File: config.mk
export PLATFORM = sky130hd
export DESIGN_NAME = cpu_control_fsm
export DESIGN_NICKNAME = d
export VERILOG_FILES = /design/src/rtl/cpu_control_fsm.sv
export SDC_FILE = /design/constraint.sdc
export NUM_CORES = 1
export LEC_CHECK = 0
export BUFFER_PORTS_ARGS = -buffer_cell sky130_fd_sc_hd__buf_2
export CAP_MARGIN = 15
export CORE_UTILIZATION = 40
export CTS_CLUSTER_SIZE = 28
export DETAILED_ROUTE_END_ITERATION = 10
export PLACE_DENSITY = 0.6
export SYNTH_ARGS = -nofsm -noshare
export SYNTH_HDL_FRONTEND = slang
export SYNTH_SLANG_ARGS = --single-unit
File: constraint.sdc
create_clock -name clk -period 5.55 [get_ports clk]
set_input_delay 1.11 -clock clk [delete_from_list [all_inputs] [get_ports clk]]
set_output_delay 1.11 -clock clk [all_outputs]
set_load 0.02 [all_outputs]
File: src/rtl/cpu_control_fsm.sv
// Multi-cycle fetch/decode/execute controller driving the register-file/ALU datapath.
// Optional halt instruction (op=F) enabled by defining CTRL_HALT_EN.
module cpu_control_fsm #(
  parameter logic [15:0] PC_RESET = 16'h0000
) (
  input  logic        clk,
  input  logic        reset,
  output logic        instr_req,
  output logic [15:0] instr_addr,
  input  logic        instr_valid,
  input  logic [15:0] instr_data,
  input  logic [4:0]  flags,
  output logic [15:0] regEnable,
  output logic [3:0]  a_select,
  output logic [3:0]  b_select,
  output logic        use_imm,
  output logic [15:0] immediate,
  output logic [7:0]  opCode,
  output logic        flagsEn,
  output logic        halted
);

`ifdef CTRL_HALT_EN
  typedef enum logic [1:0] {S_FETCH, S_DECODE, S_EXEC, S_HALT} state_t;
`else
  typedef enum logic [1:0] {S_FETCH, S_DECODE, S_EXEC} state_t;
`endif

  state_t      state_q;
  logic [15:0] pc_q;
  logic [15:0] ir_q;
  logic        req_q;
  logic [15:0] reg_en_q;
  logic        flags_en_q;
  logic [3:0]  a_sel_q;
  logic [3:0]  b_sel_q;
  logic        use_imm_q;
  logic [15:0] imm_q;
  logic [7:0]  op_q;
  logic        halted_q;

  logic [3:0]  ir_op;
  logic [3:0]  ir_rdest;
  logic [3:0]  ir_ext;
  logic [3:0]  ir_rsrc;
  logic [15:0] imm_sext;
  logic        is_alu;
  logic        is_cmp;
  logic        br_taken_d;
  logic        unused_flags;

  assign ir_op    = ir_q[15:12];
  assign ir_rdest = ir_q[11:8];
  assign ir_ext   = ir_q[7:4];
  assign ir_rsrc  = ir_q[3:0];
  assign imm_sext = {{8{ir_q[7]}}, ir_q[7:0]};
  assign is_alu   = (ir_op <= 4'hB);
  assign is_cmp   = ((ir_op == 4'h0) && (ir_ext == 4'hB)) || (ir_op == 4'hB);

  // F, L and N are not consulted by any branch condition.
  assign unused_flags = ^flags[2:0];

  always_comb begin
    br_taken_d = 1'b0;
    case (ir_rdest)
      4'h0:    br_taken_d = flags[4];
      4'h1:    br_taken_d = ~flags[4];
      4'h2:    br_taken_d = flags[3];
      4'h3:    br_taken_d = ~flags[3];
      4'hE:    br_taken_d = 1'b1;
      default: br_taken_d = 1'b0;
    endcase
  end

  always_ff @(posedge clk) begin
    if (reset) begin
      state_q    <= S_FETCH;
      pc_q       <= PC_RESET;
      ir_q       <= '0;
      req_q      <= 1'b0;
      reg_en_q   <= '0;
      flags_en_q <= 1'b0;
      a_sel_q    <= '0;
      b_sel_q    <= '0;
      use_imm_q  <= 1'b0;
      imm_q      <= '0;
      op_q       <= '0;
      halted_q   <= 1'b0;
    end else begin
      // Write enables are single-cycle pulses; only EXEC re-asserts them.
      reg_en_q   <= '0;
      flags_en_q <= 1'b0;
      case (state_q)
        S_FETCH: begin
          if (instr_valid) begin
            ir_q    <= instr_data;
            req_q   <= 1'b0;
            state_q <= S_DECODE;
          end else begin
            req_q   <= 1'b1;
          end
        end
        S_DECODE: begin
          if (ir_op == 4'h0) begin
            op_q      <= {4'h0, ir_ext};
            a_sel_q   <= ir_rdest;
            b_sel_q   <= ir_rsrc;
            use_imm_q <= 1'b0;
          end else if (is_alu) begin
            op_q      <= {ir_op, 4'h0};
            a_sel_q   <= ir_rdest;
            use_imm_q <= 1'b1;
            imm_q     <= imm_sext;
          end
          state_q <= S_EXEC;
        end
        S_EXEC: begin
          state_q <= S_FETCH;
          req_q   <= 1'b1;
          pc_q    <= pc_q + 16'd1;
          if (is_alu) begin
            flags_en_q <= 1'b1;
            if (!is_cmp) begin
              reg_en_q <= 16'h0001 << ir_rdest;
            end
          end else if (ir_op == 4'hC) begin
            pc_q <= br_taken_d ? (pc_q + imm_sext) : (pc_q + 16'd1);
          end
`ifdef CTRL_HALT_EN
          else if (ir_op == 4'hF) begin
            state_q  <= S_HALT;
            req_q    <= 1'b0;
            halted_q <= 1'b1;
            pc_q     <= pc_q;
          end
          // Only reset leaves HALT; every other register keeps its value.
        end
        S_HALT: begin
          state_q <= S_HALT;
`endif
        end
        default: begin
          state_q <= S_FETCH;
        end
      endcase
    end
  end

  assign instr_req  = req_q;
  assign instr_addr = pc_q;
  assign regEnable  = reg_en_q;
  assign a_select   = a_sel_q;
  assign b_select   = b_sel_q;
  assign use_imm    = use_imm_q;
  assign immediate  = imm_q;
  assign opCode     = op_q;
  assign flagsEn    = flags_en_q;
`ifdef CTRL_HALT_EN
  assign halted     = halted_q;
`else
  logic unused_halted;
  assign unused_halted = halted_q;
  assign halted        = 1'b0;
`endif

endmodule

==> results by group <==
Detailed routing
  • Avg WL per Cell: 15.34 um
  • Total length of routed wires: 9632 um
  • DRT antenna net count: 0
  • Starting DRT DRC Count: 154
  • DRC: 0
  • Drt first pass iters: 4
  • DR vias: 3491
  • Via-to-Cell Ratio: 5.559

Power and ir drop
  • Leakage power: 1.885 nW
  • Power Density: 243.0 nW/um2
  • VDD IR max: 143.0 uV

Setup path
  • CP Max Fanout: 15
  • Critical Path Source Type: input port
  • CP Capture Type: register
  • Crit path DAT: 2880 ps
  • Crit path kind: input port to register
  • Crit path required time: 5760 ps

CTS
  • Total clock sinks: 77
  • Num CTS Buffers: 9
  • Buffer depth of the longest clock path: 2
  • CTS tree: yes
  • Htree depth: 3
  • Resized cells post-CTS: 0
  • Setup Buffers After CTS: 0
  • Worst-Skew Late Latency: 350 ps
  • Worst-path clk slew: 80 ps
  • CTS root buffer: clkbuf_8
  • CTS Hold Bufs: 0

Yosys
  • Count of different cell masters after synthesis: 59
  • Synth Instances: 440
  • Netlist Area Pre-Place: 3754 um2
  • Syn. warnings: 0
  • Number of enable flip-flop cells after synthesis: 0
  • Seq/Total Area, Yosys: 0.4107
  • Synth Area in Adders: 0.05867
  • Asr flop ratio synth: 0
  • Syn nets: 481
  • Yosys reg bits: 77
  • Synthesized area per cell: 8.531 um2
  • Compound-Gate Fraction of Synth Area: 0.2143
  • Synth Area in XOR/XNOR: 0.03033
  • Dominant synthesized flop cell: dfxtp_1
  • Multiplexer share of the synthesized area: 0.01733
  • Simple-Gate Fraction of Synth Area: 0.2203
  • Combinational family with the most area after synthesis: simple AND/OR/NAND/NOR gates

Place
  • Post-DP HPWL: 6765 um
  • Gp weighted congestion: 0.8542
  • DP Cell Count: 612
  • IO Port Bufs: 87
  • Pre-CTS WS: 2533 ps

Final layout
  • Commonest non-fill, non-tap cell in the layout: buf_2
  • N_diodes: 0
  • Final core occ: 0.4910
  • Syn-to-layout area delta: 16.30%
  • Nets: 557
  • Final cell count without fillers: 628
  • Most frequent cells in the layout: 87 x buf_2, 77 x dfxtp_1, 46 x a21oi_1
  • Layout cells sized above 1: 0.2250

Floorplan
  • Cell Rows: 34
  • Chip width: 98.87 um
  • Area of the die: 9775 um2
  • # IOs: 92
  • Die height: 98.87 um
  • Core ar.: 8891 um2
  • Initial Utilization: 0.4222

STA
  • Max-slew violation count: 0
  • Period utilization: 0.4802
  • Worst Slack Setup Final: 2885 ps
  • Fmax: 375.2 MHz
  • Post-route setup TNS: 0 ps
  • RSZ-0062 raised after global routing: false
  • Relative slew slack: 0.4985
  • Worst-margin pin slew: 752.2 ps
  • Minimum clock period: 2665 ps
  • Setup Skew: 10.57 ps
  • Endpoints failing setup: 0
  • Hold slack: 456.8 ps
  • Hold Fails Final Rpt: 0

Global route
  • Grt ovf: 0
  • Largest net degree at the start of global routing: 50
  • First-pass GRT wire length: 15680 um
  • GRT Total Usage: 0.2041
  • Antenna violations before repair: 0
  • Vias in the first global route: 3087

Min path
  • Hold WC Path Type: register to register

Status
  • Outcome: finished clean

Job
  • Max-cap violations: 0
## where the power goes
group          switching (mW)  internal, mW
Combinational          0.0655        0.0405
Clock                   0.209         0.159
Sequential             0.0204         0.567
Total                   0.295         0.766
## cell families after synthesis
kind of cell	after synthesis
adder cells (fa/ha/maj)	17
flip-flops	77
AO/OA/AOI/OAI	123
AND/OR/NAND/NOR	171
other	1
multiplexers	6
buffers and inverters	32
XOR/XNOR	13
## registers in the layout, indices dropped and copies added (netlist names)
name,count
b_select,4
immediate,8
instr_addr,16
a_select,4
regEnable,16
ir_q,16
use_imm,1
instr_req,1
state_q,2
opCode,8
flagsEn,1
## path summary, 6_finish.rpt
path / slack [ps] / cells after the start / start / endpoint
max: 2880 / 7 / flags[3] / instr_addr[8]
min: 460 / 2 / opCode[4] / opCode[4]
max reg2reg: 2910 / 8 / instr_addr[0] / instr_addr[14]
min reg2reg: 460 / 2 / opCode[4] / opCode[4]
## per-stage QoR
| stage | cell area, um2 | total power, mW |
|---|---|---|
| final | 4365 | 1.061 |
| after CTS | 4358 | 1.071 |
| after detailed placement | 4195 | 0.7052 |
| after floorplan | 3754 | 0.6714 |
| after global placement | 4195 | 0.7040 |
| after global routing | 4365 | 1.108 |
## critical path, stage by stage
cell	delay, ps
buf_2	100
mux2i_1	180
mux2_4	340
o21ai_2	540
nor2_1	220
a311oi_1	310
nor4_1	80
## metal layers
metal / vias up / GRT usage / wire length, um
li1: 1749 / - / -
met4: 0 / 0.08266 / 138
met3: 10 / 0.03404 / 433
met2: 96 / 0.3217 / 4527
met1: 1636 / 0.2774 / 4533
met5: - / 0 / 0
## synthesized netlist by cell type (7+ instances only)
cell type,number,share of area
a21o_1,7,0.014
a21oi_1,46,0.061
a22o_1,16,0.037
buf_4,10,0.020
clkbuf_1,10,0.010
dfxtp_1,77,0.41
ha_1,16,0.053
nand2_1,44,0.044
nand2b_1,11,0.018
nand3_1,17,0.023
nor2_1,44,0.044
nor3_1,24,0.032
o21ai_0,16,0.021
xor2_1,7,0.016
## final cells by class
| cell class | count | area [um2] |
|---|---|---|
| clock inverter | 6 | 38.79 |
| sequential | 77 | 1541 |
| tap | 108 | 135.1 |
| fill | 901 | 4526 |
| multi-input combinational | 331 | 2034 |
| inverter | 5 | 18.77 |
| clock buffer | 9 | 123.9 |
| timing repair buffer | 92 | 473.0 |
Note: power is estimated with default switching activity, not from simulation.
